--- src/rtl/obi_router_pkg.sv ---
// Shared definitions for the OBI data router.
//   ERR_RDATA         read data returned for the internal error route
//   DEFAULT_SLV_BASE  default two-slave address map bases (slave i at index i)
//   DEFAULT_SLV_MASK  default two-slave address map compare masks
//   route_width()     bit width needed to encode slaves 0..N-1 plus the error route N
package obi_router_pkg;

    localparam logic [31:0] ERR_RDATA = 32'h0000_0000;

    localparam logic [1:0][31:0] DEFAULT_SLV_BASE = {32'h1000_0000, 32'h0000_0000};
    localparam logic [1:0][31:0] DEFAULT_SLV_MASK = {32'hF000_0000, 32'hF000_0000};

    // Route ids run 0..num_slv, the top value being the error route.
    function automatic int route_width(input int num_slv);
        return (num_slv > 0) ? $clog2(num_slv + 1) : 1;
    endfunction

endpackage

--- src/rtl/obi_route_fifo.sv ---
// In-order FIFO of route ids for outstanding OBI transactions.
//   clk, rst      clock and asynchronous active-high reset
//   push, data_in write one entry
//   pop           retire the head entry
//   head          entry at the read pointer (valid when count > 0)
//   count         number of stored entries, 0..DEPTH
//   full          count == DEPTH
module obi_route_fifo #(
    parameter int WIDTH = 2,
    parameter int DEPTH = 2
) (
    input  logic                       clk,
    input  logic                       rst,
    input  logic                       push,
    input  logic [WIDTH-1:0]           data_in,
    input  logic                       pop,
    output logic [WIDTH-1:0]           head,
    output logic [$clog2(DEPTH+1)-1:0] count,
    output logic                       full
);

    localparam int CW = $clog2(DEPTH + 1);
    localparam int PW = (DEPTH > 1) ? $clog2(DEPTH) : 1;

    logic [WIDTH-1:0] mem [DEPTH];
    logic [PW-1:0]    wr_ptr;
    logic [PW-1:0]    rd_ptr;

    // Pointers wrap at DEPTH, which need not be a power of two.
    function automatic logic [PW-1:0] next_ptr(input logic [PW-1:0] ptr);
        return (ptr == PW'(DEPTH - 1)) ? '0 : ptr + PW'(1);
    endfunction

    // Storage, pointers and occupancy; a simultaneous push and pop keeps count.
    always_ff @(posedge clk or posedge rst) begin
        if (rst) begin
            for (int i = 0; i < DEPTH; i++) begin
                mem[i] <= '0;
            end
            wr_ptr <= '0;
            rd_ptr <= '0;
            count  <= '0;
        end else begin
            if (push) begin
                mem[wr_ptr] <= data_in;
                wr_ptr      <= next_ptr(wr_ptr);
            end
            if (pop) begin
                rd_ptr <= next_ptr(rd_ptr);
            end
            case ({push, pop})
                2'b10:   count <= count + CW'(1);
                2'b01:   count <= count - CW'(1);
                default: count <= count;
            endcase
        end
    end

    assign head = mem[rd_ptr];
    assign full = (count == CW'(DEPTH));

endmodule

--- src/rtl/obi_data_router.sv ---
// OBI data-side router: one core master to NUM_SLV address-decoded slaves.
//   clk, rst                      clock and asynchronous active-high reset
//   m_req/m_we/m_addr/m_wdata/m_be  core request fields
//   m_gnt/m_rvalid/m_err/m_rdata    core grant and in-order response
//   s_req                         per-slave request (one-hot or zero)
//   s_addr/s_wdata/s_we/s_be      broadcast copies of the master fields
//   s_gnt/s_rvalid/s_rdata        per-slave grant, response valid, packed read data
//   spurious                      sticky flag for unexpected slave responses
// Unmapped addresses go to an internal error route that answers with m_err.
module obi_data_router
    import obi_router_pkg::*;
#(
    parameter int                       NUM_SLV  = 2,
    parameter int                       MAX_OUT  = 2,
    parameter logic [NUM_SLV-1:0][31:0] SLV_BASE = DEFAULT_SLV_BASE,
    parameter logic [NUM_SLV-1:0][31:0] SLV_MASK = DEFAULT_SLV_MASK
) (
    input  logic                    clk,
    input  logic                    rst,
    input  logic                    m_req,
    input  logic                    m_we,
    input  logic [31:0]             m_addr,
    input  logic [31:0]             m_wdata,
    input  logic [3:0]              m_be,
    output logic                    m_gnt,
    output logic                    m_rvalid,
    output logic                    m_err,
    output logic [31:0]             m_rdata,
    output logic [NUM_SLV-1:0]      s_req,
    output logic [31:0]             s_addr,
    output logic [31:0]             s_wdata,
    output logic                    s_we,
    output logic [3:0]              s_be,
    input  logic [NUM_SLV-1:0]      s_gnt,
    input  logic [NUM_SLV-1:0]      s_rvalid,
    input  logic [32*NUM_SLV-1:0]   s_rdata,
    output logic                    spurious
);

    localparam int            RW  = route_width(NUM_SLV);
    localparam int            CW  = $clog2(MAX_OUT + 1);
    localparam logic [RW-1:0] ERR = RW'(NUM_SLV);

    logic [RW-1:0]      sel;
    logic               sel_gnt;
    logic               full;
    logic [CW-1:0]      count;
    logic [RW-1:0]      head;
    logic               push;
    logic               pop;
    logic [NUM_SLV-1:0] rsp_expected;
    logic               spurious_hit;

    assign s_addr  = m_addr;
    assign s_wdata = m_wdata;
    assign s_we    = m_we;
    assign s_be    = m_be;

    // Address decode: scanning downward lets the lowest-index hit win.
    always_comb begin
        sel = ERR;
        for (int i = NUM_SLV - 1; i >= 0; i--) begin
            if ((m_addr & SLV_MASK[i]) == SLV_BASE[i]) begin
                sel = RW'(i);
            end
        end
    end

    // Request fan-out and grant; the error route grants itself immediately.
    always_comb begin
        sel_gnt = 1'b1;
        s_req   = '0;
        for (int i = 0; i < NUM_SLV; i++) begin
            if (sel == RW'(i)) begin
                sel_gnt  = s_gnt[i];
                s_req[i] = m_req & ~full;
            end
        end
    end

    assign m_gnt = ~full & m_req & sel_gnt;
    assign push  = m_gnt;
    assign pop   = m_rvalid;

    obi_route_fifo #(
        .WIDTH (RW),
        .DEPTH (MAX_OUT)
    ) u_route_fifo (
        .clk     (clk),
        .rst     (rst),
        .push    (push),
        .data_in (sel),
        .pop     (pop),
        .head    (head),
        .count   (count),
        .full    (full)
    );

    // Response mux driven by the head route; only the head slave may answer.
    always_comb begin
        m_rvalid     = 1'b0;
        m_err        = 1'b0;
        m_rdata      = ERR_RDATA;
        rsp_expected = '0;
        if (count != '0) begin
            if (head == ERR) begin
                m_rvalid = 1'b1;
                m_err    = 1'b1;
            end else begin
                for (int i = 0; i < NUM_SLV; i++) begin
                    if (head == RW'(i)) begin
                        rsp_expected[i] = 1'b1;
                        m_rvalid        = s_rvalid[i];
                        m_rdata         = s_rdata[32*i +: 32];
                    end
                end
            end
        end
    end

    assign spurious_hit = |(s_rvalid & ~rsp_expected);

    // Sticky spurious-response flag, cleared only by reset.
    always_ff @(posedge clk or posedge rst) begin
        if (rst) begin
            spurious <= 1'b0;
        end else if (spurious_hit) begin
            spurious <= 1'b1;
        end
    end

endmodule

--- config.mk ---
export PLATFORM = sky130hd
export DESIGN_NAME = obi_data_router
export DESIGN_NICKNAME = d
export VERILOG_FILES = /design/src/rtl/obi_router_pkg.sv /design/src/rtl/obi_route_fifo.sv /design/src/rtl/obi_data_router.sv
export SDC_FILE = /design/constraint.sdc
export NUM_CORES = 1
export LEC_CHECK = 0
export BUFFER_PORTS_ARGS = -buffer_cell sky130_fd_sc_hd__buf_2
export CAP_MARGIN = 0
export CORE_AREA = 4 4 93 95
export DETAILED_ROUTE_END_ITERATION = 10
export DIE_AREA = 0 0 97 99
export PLACE_DENSITY = 0.56
export SLEW_MARGIN = 20
export SYNTH_ARGS = -nofsm -noshare
export SYNTH_HDL_FRONTEND = slang
export SYNTH_SLANG_ARGS = --single-unit
--- constraint.sdc ---
create_clock -name clk -period 2.42 [get_ports clk]
set_input_delay 0.363 -clock clk [delete_from_list [all_inputs] [get_ports clk]]
set_output_delay 0.363 -clock clk [all_outputs]
set_load 0.01 [all_outputs]
* Yosys cells after proc, flatten, opt, wreduce, memory -nomap -nowiden
Cells that the tools add are included. Widths: inputs -> output; s select.
Word-level totals: bits in registers 9, input port bits 140, output and inout bits 107, word-level logic and storage cells 63
Cells by class: $add $sub $neg 4, magnitude comparators 3, eq/ne operators 7, multiplexer cells 29, bitwise gates (word level) 7, reduce and logical (&&, ||, !) cells 7
Operator list (count):
- $mux 32 | 4
- $logic_not 32->1 | 1
- $mux 2 | 8
- $mux 1 | 14
- $eq 2x1->1 const B | 3
- $eq 2x2->1 const B | 3
- $bwmux 4 | 1
- $eq 4x1->1 const B | 1
- $ge 2x2->1 const B | 2
- $logic_not 2->1 | 2
- $not 1->2 | 2
- $pmux 2 s2 | 1
- $reduce_bool 2->1 | 2
- $add 1x1->1 const B | 2
- $add 2x1->2 const B | 1
- $and 1x1->1 | 2
- $and 2x2->2 | 1
- $demux 2 s1 | 1
- $lt 2x1->1 const B | 1
- $not 2->2 | 1
- $reduce_or 2->1 | 1
- $sub 2x1->2 const B | 1
- $logic_and 1x1->1 | 1
- $not 1->1 | 1

* Logic depth before layout (Yosys ltp)
word-level depth 11, mapped depth 8, gate-level depth less buffers 7

* Cells and area by module
Synthesis repeated with hierarchy kept, for this count alone.
Second synthesis, totals: cells, all modules 155, area total of the unflattened synthesis 1382.6 µm²
By module, submodules not included:
- obi_data_router | instances 1, cells each 129, area each 1028.5 µm², seq. area each 25.0 µm²
- obi_route_fifo | instances 1, cells each 26, area each 354.1 µm², seq. area each 200.2 µm²

* Worst setup path after synthesis
Ideal clock, no wire load.
path kind reg-to-reg, start register u_route_fifo.rd_ptr, end register u_route_fifo.count[1], library setup time 80 ps, arrival 1672 ps, data required time 2340 ps, setup slack 668 ps, stages on the path, launching flop included 8, buffers on the path 1, clock period less this slack 1752 ps, cell sequence dfrtp_1 -> buf_6 -> mux2_4 -> a211oi_2 -> a31o_2 -> ha_1 -> nor2_1 -> xnor2_1
On the way: longest elaborated chain between the ends 11, elaborated cells between the ends (all ways) 15, those cells by class eq/ne (4); mux (8); bitwise (1); reduce/logical (2)
Ends and longest elaborated chain:
- start, declared | line obi_route_fifo.sv:27 | logic [PW-1:0] rd_ptr;
- start signal, assigned | line obi_route_fifo.sv:49 | rd_ptr <= next_ptr(rd_ptr);
- $not 1->2 (not written as such) * | line obi_route_fifo.sv:59 | assign head = mem[rd_ptr];
- $mux 2 (not written as such) * (3 in series) | line obi_route_fifo.sv:59
- $logic_not 2->1 | line obi_data_router.sv:111 | if (head == RW'(i)) begin
- $mux 1 (2 in series) | line obi_data_router.sv:111
- $mux 1 * | line obi_data_router.sv:106 | if (head == ERR) begin
- $mux 1 * | line obi_data_router.sv:105 | if (count != '0) begin
- net m_rvalid | line obi_data_router.sv:26 | output logic m_rvalid,
- $eq 2x1->1 or $eq 2x2->1 (tied branches) | line obi_route_fifo.sv:51 | case ({push, pop})
- $pmux 2 s2 or $reduce_bool 2->1 (tied branches)
- end signal, assigned | line obi_route_fifo.sv:52 | 2'b10: count <= count + CW'(1);
- end signal, assigned | line obi_route_fifo.sv:53 | 2'b01: count <= count - CW'(1);
- end signal, assigned | line obi_route_fifo.sv:54 | default: count <= count;
- end, declared | line obi_route_fifo.sv:18 | output logic [$clog2(DEPTH+1)-1:0] count,
Mark *: on every way through the listed nets, which the timed path passes. The rest lies on a longest branch. The select of a mux whose other input is x is not followed. A chain may end at the register's enable or synchronous reset.

* Worst setup path after layout
start register u_route_fifo.rd_ptr, end output m_rdata[17]
On the way: longest elaborated chain between the ends 9, elaborated cells between the ends (all ways) 11, those cells by class eq/ne (2); mux (7); bitwise (1); reduce/logical (1)
Ends and longest elaborated chain:
- $not 1->2 (not written as such) * | line obi_route_fifo.sv:59
- $mux 2 (not written as such) * (3 in series) | line obi_route_fifo.sv:59
- $logic_not 2->1 | line obi_data_router.sv:111
- $mux 32 (2 in series) | line obi_data_router.sv:111
- $mux 32 * | line obi_data_router.sv:106
- $mux 32 * | line obi_data_router.sv:105
- end, declared | line obi_data_router.sv:28 | output logic [31:0] m_rdata,
Every way passes the cells marked *; elsewhere a longest branch is shown, timed or not. The select of a mux whose other input is x is not followed.

==> results.cfg <==
[outcome]
status = completed

[job]
drv_cap = 0

[critical_path]
worstReg2RegStart = u_route_fifo.rd_ptr
required_ps = 2060
startpoint = u_route_fifo.rd_ptr
r2r-end = u_route_fifo.count[1]
cp.arrival_ps = 1890
cp_max_fo = 14
r2r_cells = 6
cp-endpoint = m_rdata[17]
critical_path_class = register to primary output
start_kind = register
end_kind = primary output
ff2ff_setup_slack_ps = 490

[route]
wl_met3_um = 887
wl_um = 5610
vias = 1569
route.detailed.drc = 0
dr.pass1.iters = 4
viasPerCell = 4.26
ant_nets = 0
drt-initial-drc-count = 45
highest_layer = met4
met2_length_um = 2380
routedWlPerCell_um = 15.3
wl_met1_um = 2160

[synth]
synthesis.area_um2 = 1550
synth_sequential_area_ratio_pct = 14.6
synth_top_family_by_area = buffers and inverters
synthAdderAreaFrac_pct = 0.809
synth_nets = 361
synthMuxAreaShare_pct = 1.62
synth_seq_cells = 9
synth_compound_area_share_pct = 23.0
synth.avg_cell_area_um2 = 7.03
ys_warn_count = 0
yosys.cell_types.count = 32
synthCells = 220
synth-simple-area-share_pct = 17.8
synth-xor-area-share_pct = 2.83

[clock_tree]
cts_max_path_buffers = 2
cts_tree = yes
cts-root-buf = clkbuf_8
clk_pin_slew_worst_paths_ps = 50
h-tree-depth = 1
cts_made_buffers = 3
numClockSinks = 9
clkLatencyLatePin_ps = 230

[global_route]
grt_overflow = 0
grt_max_degree = 20
antenna_found_initial = 0
grt_pass1_wl_um = 8220
grt_util_all_layers_pct = 10.5
grt_pass1_vias = 1508

[power]
p_comb_share_pct = 72.9
powerDensity_nw_per_um2 = 1020
clkPwrFrac_pct = 9.5
p_int_uw = 918
p_sw_share_pct = 49.3
peakVddDrop_mv = 0.550
p_leak_nw = 0.953
switching_power_uw = 892
seqPwrFrac_pct = 17.6

[finish]
n_antenna_cell = 0
layout-drive-gt1-share_pct = 48.9
final_nets = 408
areaGrowthSynthToFinish_pct = 14.2

[placed_design]
hpwl_um = 4760
place_congestion = 0.762
io_buffers = 116

[sta]
fmax_mhz = 445
setup-violations-final = 0
finalSetupTns_ps = 0
fin_skew_ps = 1.10
drv_slew = 0
hold_viol = 0
rsz0062_at_grt = false
whs_ps = 97.7
fin_crit_ps = 2250
max-slew-margin-rel_pct = 63.5
finalCritPeriodShare_pct = 92.9
tightest_slew_ps = 546

[die]
dieHeight_um = 99
io_pins = 247
core_um2 = 7730
start_util_pct = 20.0
die_w_um = 97
die_area_um2 = 9600
row_count = 32

[min_path]
hp-class = input pin to asynchronous set/reset pin
==> per-layer routing <==
layer / up-vias / GRT usage, %
met1: 672 / 12.7
met2: 124 / 14.9
met4: 0 / 4.54
li1: 751 / -
met5: - / 0
met3: 22 / 6.30
==> cell usage after synthesis (all sizes together) <==
library cell,count,area (um^2)
nand3,1,5.00
a221o,1,10.0
dfrtp,9,225
nor2,23,86.3
o22ai,1,12.5
nor3,1,5.00
a22o,2,17.5
ha,1,12.5
mux2,1,15.0
xnor2,4,35.0
o32ai,1,27.5
xor2,1,8.76
inv,7,26.3
mux2i,1,10.0
clkbuf,2,7.51
nand2,37,141
a2bb2oi,1,8.76
a31o,1,8.76
a22oi,18,135
o21ai,6,30.0
a21oi,14,70.1
buf,77,576
o211ai,2,15.0
o21a,1,7.51
a211oi,1,12.5
and2,2,12.5
and3,1,6.26
nand2b,3,18.8
==> cells by family after synthesis <==
logic type	Yosys count
compound gates	49
xor+xnor	5
fa+ha+maj	1
buf+inv	86
flops	9
mux	2
simple gates	68
==> worst max-delay path, stage by stage, from the launching register on <==
cell and delay, ps:
dfrtp_1 540, mux2i_1 300, nand2_1 370, a21oi_1 270, buf_2 170
==> state kept, by name, indices dropped and copies added (netlist names) <==
| name | cells |
|---|---|
| u_route_fifo.wr_ptr | 1 |
| spurious | 1 |
| u_route_fifo.mem | 4 |
| u_route_fifo.count | 2 |
| u_route_fifo.rd_ptr | 1 |
==> final cells by class <==
class | instances | area (um^2)
Fill cell | 869 | 5960
Tap cell | 102 | 128
Sequential cell | 9 | 225
Timing Repair Buffer | 121 | 631
Inverter | 7 | 26.3
Multi-Input combinational cell | 125 | 712
Clock buffer | 4 | 45.0
==> how the worst min path moves through the flow <==
stage                     endpoint  slack (ps)  depth (start not counted)
after global routing      spurious         130                          2
after CTS                 spurious         110                          2
after global placement    spurious         350                          2
after floorplan           spurious         190                          1
final                     spurious         100                          2
after detailed placement  spurious         350                          2
==> placed cells by master (no fill, tap or decap), drive strengths merged, types with 3 or more instances in the layout <==
master and instances:
xnor2 4, buf 121, nand2b 3, nand2 37, o21ai 6, inv 7, clkbuf 4, dfrtp 9
a22oi 18, a21oi 14, nor2 23
==> power groups by stage <==
stage	logic (mW)	registers (mW)	clock network [mW]
after global routing	1.47	0.331	0.188
after CTS	1.29	0.318	0.178
after floorplan	1.05	0.266	0
after global placement	1.27	0.314	0
after detailed placement	1.29	0.318	0
final	1.32	0.318	0.172
==> through the flow <==
stage / utilization (%) / setup slack [ps] / area (um^2) / total power, mW / instances
3_3_place_gp: 22.0 / 414 / 1700 / 1.58 / 363
4_1_cts: 22.6 / 87.7 / 1750 / 1.79 / 367
3_5_place_dp: 22.0 / 344 / 1700 / 1.61 / 363
5_1_grt: 22.9 / 30.8 / 1770 / 1.99 / 368
6_report: 22.9 / 172 / 1770 / 1.81 / 368
2_1_floorplan: - / 668 / 1550 / 1.32 / 220
==> timing repair <==
item / 4_1_cts / 5_1_grt
hold buffers: 0 / 0
resized for setup: 0 / 0
setup endpoints to repair: 0 / 15
setup buffers: 0 / 1
No activity file was read; power rests on OpenSTA's default activity.
